### config.mk
export PLATFORM = sky130hd
export DESIGN_NAME = demux8_reg
export DESIGN_NICKNAME = d
export VERILOG_FILES = /design/src/rtl/mips_pkg.sv /design/src/rtl/dec3to8.sv /design/src/rtl/demux8_reg.sv
export SDC_FILE = /design/constraint.sdc
export NUM_CORES = 1
export LEC_CHECK = 0
export CAP_MARGIN = 20
export CORE_MARGIN = 2
export CORE_UTILIZATION = 52
export DETAILED_ROUTE_END_ITERATION = 6
export PLACE_DENSITY_LB_ADDON = 0.15
export SYNTH_ARGS = -nofsm -noshare
export SYNTH_HDL_FRONTEND = slang
export SYNTH_HIERARCHICAL = 1
export SYNTH_SLANG_ARGS = --single-unit
export TNS_END_PERCENT = 5
### constraint.sdc
create_clock -name clk -period 2.45 [get_ports clk]
set_input_delay 0.245 -clock clk [delete_from_list [all_inputs] [get_ports clk]]
set_output_delay 0.245 -clock clk [all_outputs]
set_load 0.005 [all_outputs]
### src/rtl/mips_pkg.sv
// Shared datapath constants and types for the MIPS register-file side blocks.
// Consumed by dec3to8 and demux8_reg.
package mips_pkg;

   localparam int WORD_W  = 32;
   localparam int SEL_W   = 3;
   localparam int NUM_ENT = 8;
   localparam int BE_W    = WORD_W / 8;

   typedef logic [SEL_W-1:0]  sel_t;
   typedef logic [WORD_W-1:0] word_t;

endpackage : mips_pkg

### src/rtl/dec3to8.sv
// Combinational 3-to-8 one-hot decoder with enable: onehot = en ? (1 << sel) : 0.
module dec3to8
   import mips_pkg::*;
(
   input  logic               en,
   input  sel_t               sel,
   output logic [NUM_ENT-1:0] onehot
);

   // NOTE: default first so every path assigns onehot and no latch is inferred.
   always_comb begin
      onehot = '0;
      if (en) begin
         onehot[sel] = 1'b1;
      end
   end

endmodule : dec3to8

### src/rtl/demux8_reg.sv
// Registered 1-to-8 write distributor with byte enables, valid bits and write ack.
// Define DEMUX8_ZERO_ENTRY_EN to hardwire entry 0 to zero (always valid, writes dropped).
module demux8_reg
   import mips_pkg::*;
#(
   parameter int WIDTH   = WORD_W,
   parameter int NUM_OUT = NUM_ENT
)
(
   input  logic               clk,
   input  logic               reset,
   input  logic               wr_en,
   input  sel_t               wr_sel,
   input  logic [WIDTH-1:0]   wr_data,
   input  logic [WIDTH/8-1:0] wr_be,
   input  logic               clr_en,
   input  logic [NUM_ENT-1:0] clr_mask,
   output logic [WIDTH-1:0]   out_0,
   output logic [WIDTH-1:0]   out_1,
   output logic [WIDTH-1:0]   out_2,
   output logic [WIDTH-1:0]   out_3,
   output logic [WIDTH-1:0]   out_4,
   output logic [WIDTH-1:0]   out_5,
   output logic [WIDTH-1:0]   out_6,
   output logic [WIDTH-1:0]   out_7,
   output logic [NUM_ENT-1:0] valid,
   output logic               wr_ack,
   output sel_t               wr_ack_sel
);

   localparam int LANES = WIDTH / 8;

`ifdef DEMUX8_ZERO_ENTRY_EN
   localparam bit ZERO_ENTRY = 1'b1;
`else
   localparam bit ZERO_ENTRY = 1'b0;
`endif

   localparam logic [NUM_ENT-1:0] VALID_RST = ZERO_ENTRY ? NUM_ENT'(1) : '0;

   logic [NUM_ENT-1:0] wr_strobe;
   logic [WIDTH-1:0]   entry_q [NUM_ENT];
   logic [WIDTH-1:0]   entry_d [NUM_ENT];
   logic [NUM_ENT-1:0] valid_q, valid_d;
   logic [NUM_ENT-1:0] clr_vec, set_vec;
   logic               ack_q, ack_d;
   sel_t               ack_sel_q, ack_sel_d;

   dec3to8 u_wr_dec (
      .en     (wr_en),
      .sel    (wr_sel),
      .onehot (wr_strobe)
   );

   // Byte-lane merge: only the strobed entry's enabled lanes take new data.
   always_comb begin
      for (int k = 0; k < NUM_ENT; k++) begin
         entry_d[k] = entry_q[k];
         for (int b = 0; b < LANES; b++) begin
            if (wr_strobe[k] && wr_be[b]) begin
               entry_d[k][8*b +: 8] = wr_data[8*b +: 8];
            end
         end
      end
      if (ZERO_ENTRY) begin
         entry_d[0] = '0;
      end
   end

   // Set terms are OR-ed after the clear so a same-entry write wins.
   always_comb begin
      clr_vec = clr_en ? clr_mask : '0;
      set_vec = (|wr_be) ? wr_strobe : '0;
      valid_d = (valid_q & ~clr_vec) | set_vec;
      if (ZERO_ENTRY) begin
         valid_d[0] = 1'b1;
      end
   end

   always_comb begin
      ack_d     = wr_en;
      ack_sel_d = wr_en ? wr_sel : ack_sel_q;
   end

   // NOTE: the entry array is reset explicitly because outputs must read zero
   // after reset; state updates use non-blocking assignments throughout.
   always_ff @(posedge clk) begin
      if (reset) begin
         for (int k = 0; k < NUM_ENT; k++) begin
            entry_q[k] <= '0;
         end
         valid_q   <= VALID_RST;
         ack_q     <= 1'b0;
         ack_sel_q <= '0;
      end else begin
         for (int k = 0; k < NUM_ENT; k++) begin
            entry_q[k] <= entry_d[k];
         end
         valid_q   <= valid_d;
         ack_q     <= ack_d;
         ack_sel_q <= ack_sel_d;
      end
   end

   assign out_0      = entry_q[0];
   assign out_1      = entry_q[1];
   assign out_2      = entry_q[2];
   assign out_3      = entry_q[3];
   assign out_4      = entry_q[4];
   assign out_5      = entry_q[5];
   assign out_6      = entry_q[6];
   assign out_7      = entry_q[7];
   assign valid      = valid_q;
   assign wr_ack     = ack_q;
   assign wr_ack_sel = ack_sel_q;

endmodule : demux8_reg
==> out/qor.txt, run 1 <==
Antenna-violating nets left -> 0
Die Span Y -> 153 um
Vias in the first global route -> 9090
RSZ-0062 raised after global routing -> no
Min-delay worst type -> in2reg
Setup Viol. Count Final -> 0
Placer congestion estimate -> 0.795
Yosys warns -> 6
Dpl cell area -> 14600 um^2
GR peak layer -> met2
Setup bufs post-CTS -> 0
Clock transition at path regs -> 0.06 ns
CP Data Required Time -> 2.20 ns
First-pass GRT wire length -> 51.8 mm
Crit path cell chain -> clkdlybuf4s50_1
First-pass DRT Iterations -> 5
Overflow after GRT -> 0
Initial core utilization -> 0.528
VDD IR max -> 0.579 mV
Max stage delay on crit path -> 0.55 ns
Ratio of cells with drive above 1 in the final layout -> 0.225
Clk buf depth -> 3
Drt via density -> 5.72
IO Pins -> 319
Post-Synthesis Cells -> 1253
Worst EP arrival -> 1.45 ns
Initial antenna violation count -> 0
Fmax -> 0.589 GHz
#FFs+latches synth -> 268
DRT iter0 DRCs -> 629
Met2 GRT Util -> 0.433
Die X -> 153 um
Hold_buf cts -> 0
Cell variety after synth -> 18
Pwr Density -> 604 nW/um^2
Core Area -> 21800 um^2
Crit Path Category -> reg2out
Status -> finished clean
Syn_area_per_cell -> 9.17 um^2
CTS buffer count -> 29
Flop2flop setup slack -> 1.65 ns
Register area share after synthesis -> 0.467
Grt met1 use -> 0.347
Post-DP HPWL -> 20.3 mm
Finished Cell Area -> 15600 um^2
Row cnt -> 54
Sinks on Clock Net -> 268
Final setup skew -> 0 ns
CP Max Fanout -> 2
CTS tree -> yes
CP endpoint kind -> output pin
Area Growth Syn to Fin -> 35.8%
Max-slew headroom -> 0.649
# H-tree levels -> 1
Post-CTS Resized -> 0
CP bufs+invs -> 1
Number of antenna diodes -> 0
CTS root buf -> clkbuf_16
Maxcap violations -> 0
Slowest cell on crit path -> clkdlybuf4s50_1
Via count -> 9999
Actual slew at the worst max-slew pin -> 0.527 ns
Cell Area, Synth -> 11500 um^2
Leakage power -> 5.46 nW
Final Max Slew Viols -> 0
DR DRC count -> 0
Port Buffers -> 318
Post-Route Utilization -> 0.717
Syn_nets -> 1304
Leading area contributor after synthesis -> dfxtp_1
Met3 GRT Util -> 0.0745
Fin crit period -> 1.70 ns
Fin nets -> 1497
Dominant cells by area after synthesis -> dfxtp_1, a21bo_2, a21oi_1, nand3_1, clkbuf_1
Setup TNS -> 0 ns
Critical path startpoint category -> flip-flop
Tcrit/Tclk final -> 0.693
Die area -> 23300 um^2
Clk_lat worst skew -> 0.53 ns
GRT Overall Usage -> 0.270
Largest net degree at the start of global routing -> 129
Final hold viol count -> 0
Yosys top cell area share -> 0.467
CP delay by family, top -> buffers and inverters
WL per Instance -> 18.9 um
Detailed Route WL -> 33.1 mm
flip-flops by register name, indices dropped and copies added, names as in the netlist:
name / count
wr_ack: 1
entry_q: 256
wr_ack_sel: 3
valid: 8
Yosys cell counts, drive strengths merged:
cell type    n
dfxtp      268
a21bo      256
a21oi      256
nand3      256
clkbuf     123
buf         53
nor2b        9
a32o         8
nand2        8
and4b        3
and4bb       3
mux2i        3
nor2         3
and4         1
inv          1
nor4b        1
or4          1
logic make-up (layout without fill, tap and decap cells):
kind of cell,count (synthesis),after routing,share of synthesized area
compound gates,520,520,0.341
simple gates,285,285,0.129
flops,268,268,0.467
buf+inv,177,392,0.0600
mux,3,3,0.00261
layer usage:
metal / part of all wire / vias up
met3: 0.082 / 75
met2: 0.47 / 334
met1: 0.41 / 4757
met4: 0.041 / 0
li1: - / 4833
met5: 0 / -
area by class of cell:
class / count / area [um^2]
Timing Repair Buffer: 338 / 3520
Fill cell: 1687 / 6150
Clock inverter: 5 / 52.6
Clock buffer: 48 / 867
Tap cell: 280 / 350
Sequential cell: 268 / 5370
Inverter: 1 / 3.75
Multi-Input combinational cell: 808 / 5450
layout by cell type (no fill, tap or decap):
cell,n
clkinvlp_4,1
buf_16,2
clkdlybuf4s50_1,313
clkbuf_16,29
and4bb_2,3
bufinv_16,1
nand3_1,256
a21oi_1,256
a32o_1,8
nor2b_1,9
and4_2,1
mux2i_1,3
nor2_1,3
buf_12,12
clkinv_2,3
clkbuf_8,8
nor4b_4,1
and4b_2,3
buf_4,10
inv_2,1
clkbuf_1,12
dfxtp_1,268
or4_1,1
a21bo_2,256
nand2_1,8
final timing paths:
path                       start  cells past startpoint        endpoint
setup reg to reg  entry_q[0][59]                      2  entry_q[0][59]
hold reg to reg    wr_ack_sel[0]                      2   wr_ack_sel[0]
setup / recovery  entry_q[0][23]                      1       out_0[23]
hold / removal             reset                      2   wr_ack_sel[2]
power by group:
group / internal, mW / switching (mW)
sequential: 4.42 / 0.0264
combinational: 0.310 / 0.453
clock: 2.50 / 1.72
total: 7.23 / 2.20
through the flow:
step                      total power [mW]  setup WS, ns  instances  hold WS, ns
final                                 9.42         0.751       1748        0.215
after detailed placement              5.29         0.393       1693        0.483
after floorplan                       4.96          1.10       1253        0.373
after global routing                  9.73         0.711       1748        0.251
after CTS                             9.49         0.723       1746        0.206
after global placement                5.28         0.457       1693        0.475
Power figures use the tool's default switching activity.
==> run 2, diff against run 1 <==
CORE_UTILIZATION = 44   (was 52)
clock period = 1.4 ns   (was 2.45 ns; I/O delays follow)
==> run 2 against run 1 <==
Effect of this change: combinational power increased by 78%; final area grew 1.4%; clock power increased by 100%; critical path depth unchanged; critical endpoint is now out_7[5]; largest power group is now the clock network; highest routed layer unchanged.
==> out/qor.txt, run 2 (synthesized netlist as in run 1, its figures left out) <==
Fin nets -> 1533 (+2.4%)
CP endpoint kind -> output pin
Met2 GRT Util -> 0.386 (-0.0472)
Grt met1 use -> 0.308 (-0.0394)
WL per Instance -> 18.4 um (-2.7%)
Dpl cell area -> 15100 um^2 (+3.1%)
Row cnt -> 59 (+9.3%)
Ratio of cells with drive above 1 in the final layout -> 0.250 (+0.0249)
Post-DP HPWL -> 21.7 mm (+6.7%)
GR peak layer -> met2
CP Data Required Time -> 1.26 ns (-0.94 ns)
Crit path cell chain -> dlygate4sd2_1
GRT Overall Usage -> 0.236 (-0.0339)
Cells after DPL -> 1784 (+5.4%)
Overflow after GRT -> 0 (unchanged)
Flop2flop setup slack -> 0.63 ns (-1.02 ns)
Core Area -> 25800 um^2 (+19%)
Die Span Y -> 166 um (+8.5%)
Crit Reg-Reg Startpoint -> entry_q[1][11]
Pwr Density -> 1110 nW/um^2 (+84%)
CTS buffer count -> 30 (+3.4%)
Via count -> 9868 (-1.3%)
WHS Endpoint -> entry_q[0][111]
Reg-to-reg endpoint -> entry_q[1][11]
Initial antenna violation count -> 0 (unchanged)
Detailed Route WL -> 33.8 mm (+2.2%)
CP delay by family, top -> flip-flops
Tcrit/Tclk final -> 0.942
Antenna-violating nets left -> 0 (unchanged)
Drt via density -> 5.37 (-6.1%)
First-pass DRT Iterations -> 5 (unchanged)
CTS root buf -> clkbuf_16
Final setup skew -> 0 ns (unchanged)
Leakage power -> 6.99 nW (+28%)
Die X -> 166 um (+8.5%)
Fmax -> 0.758 GHz
Number of antenna diodes -> 0 (unchanged)
Clk buf depth -> 3 (unchanged)
VDD IR max -> 0.979 mV (+69%)
Min-delay worst type -> in2reg
Area Growth Syn to Fin -> 37.7%
Crit Path Category -> reg2out
Final Max Slew Viols -> 0 (unchanged)
R2R cell count -> 2 (unchanged)
Met3 GRT Util -> 0.0624 (-0.0122)
Setup Viol. Count Final -> 0 (unchanged)
Worst EP arrival -> 1.18 ns (-0.27 ns)
Commonest non-fill, non-tap cell in the layout -> dlygate4sd2_1
RSZ-0062 raised after global routing -> no
Final hold viol count -> 0 (unchanged)
CTS tree -> yes
Commonest non-fill, non-tap cells in the layout -> dlygate4sd2_1, dfxtp_1, nand3_1, a21bo_2, a21oi_1
Clk_lat worst skew -> 0.55 ns (+0.02 ns)
Die area -> 27400 um^2 (+18%)
Levels on crit path -> 1 (unchanged)
Clock transition at path regs -> 0.07 ns (about the same)
Max-slew headroom -> 0.583 (-0.0655)
IO Pins -> 319 (unchanged)
Vias in the first global route -> 8990 (-1.1%)
Setup bufs post-CTS -> 0 (unchanged)
CP bufs+invs -> 1 (unchanged)
Slowest cell on crit path -> dfxtp_1
Number of flip-flops under the largest register name -> 256 (unchanged)
Actual slew at the worst max-slew pin -> 0.625 ns (+0.0983 ns)
Largest net degree at the start of global routing -> 129 (unchanged)
# H-tree levels -> 1 (unchanged)
Sinks on Clock Net -> 268 (unchanged)
WHS Path Cells -> 4 (+2)
DR DRC count -> 0 (unchanged)
DRT iter0 DRCs -> 840 (+34%)
Status -> finished clean
First-pass GRT wire length -> 53.3 mm (+3.0%)
Placer congestion estimate -> 0.815 (+2.6%)
Top reg by flops -> entry_q
Finished Cell Area -> 15800 um^2 (+1.4%)
Maxcap violations -> 0 (unchanged)
Port Buffers -> 318 (unchanged)
CP Max Fanout -> 2 (unchanged)
Fin crit period -> 1.32 ns
Post-Layout Cell Count -> 1837 (+5.1%)
Setup TNS -> 0 ns (unchanged)
Initial core utilization -> 0.445 (-0.0834)
Hold path start -> wr_be[1]
Critical path startpoint category -> flip-flop
Max stage delay on crit path -> 0.33 ns (-0.22 ns)
-- run 2: changes by cell type in the layout (fill, tap and decap cells not counted), moves of 2 or more --
cell,before,now
bufinv_16,1,6
buf_12,12,21
dfxtp_2,0,7
dlygate4sd2_1,0,268
clkdlybuf4s50_1,313,45
clkbuf_16,29,31
buf_4,10,37
buf_16,2,0
clkbuf_8,8,5
clkbuf_1,12,7
dfxtp_1,268,261
-- run 2: what timing repair did --
action                     4_1_cts  5_1_grt
hold buffers                     1        0
setup endpoints to repair      268        0
gates resized for setup        275        0
hold endpoints to repair         1        0
-- run 2: worst max path at each step --
| stage | start | to | slack [ns] |
|---|---|---|---|
| 5_1_grt | entry_q[1][101] | out_7[5] | 0.02 |
| 6_report | entry_q[1][101] | out_7[5] | 0.08 |
| 4_1_cts | entry_q[0][83] | out_2[19] | 0.06 |
| 3_3_place_gp | wr_sel[2] | entry_q[1][98] | -0.42 |
| 3_5_place_dp | wr_sel[2] | entry_q[0][7] | -0.45 |
| 2_1_floorplan | wr_sel[2] | entry_q[0][8] | 0.15 |
-- run 2: where the power goes --
group | switching (mW) | total [mW] | internal (mW)
clock network | 3.09 | 8.42 | 5.33
registers | 0.0420 | 7.78 | 7.73
logic | 0.816 | 1.36 | 0.540
total | 3.95 | 17.6 | 13.6
-- run 2: area by class of cell --
class | count | area (um^2)
Clock inverter | 10 | 205
Inverter | 1 | 3.75
Clock buffer | 42 | 857
Timing Repair Buffer | 373 | 3520
Sequential cell | 268 | 5370
Fill cell | 2350 | 10000
Tap cell | 335 | 419
Multi-Input combinational cell | 808 | 5450
-- run 2: per-stage QoR --
step	utilization	power (mW)	hold WS, ns	setup WS [ns]
2_1_floorplan	-	8.67	0.268	0.150
3_3_place_gp	0.584	9.36	0.451	-0.417
3_5_place_dp	0.584	9.37	0.455	-0.451
4_1_cts	0.612	17.7	0.0881	0.0587
5_1_grt	0.612	18.2	0.108	0.0197
6_report	0.612	17.6	0.102	0.0812
-- run 2: metal layers --
layer | vias to the layer above | part of all wire
met5 | - | 0
met4 | 0 | 0.024
met3 | 41 | 0.072
met2 | 287 | 0.47
met1 | 4634 | 0.43
li1 | 4906 | -
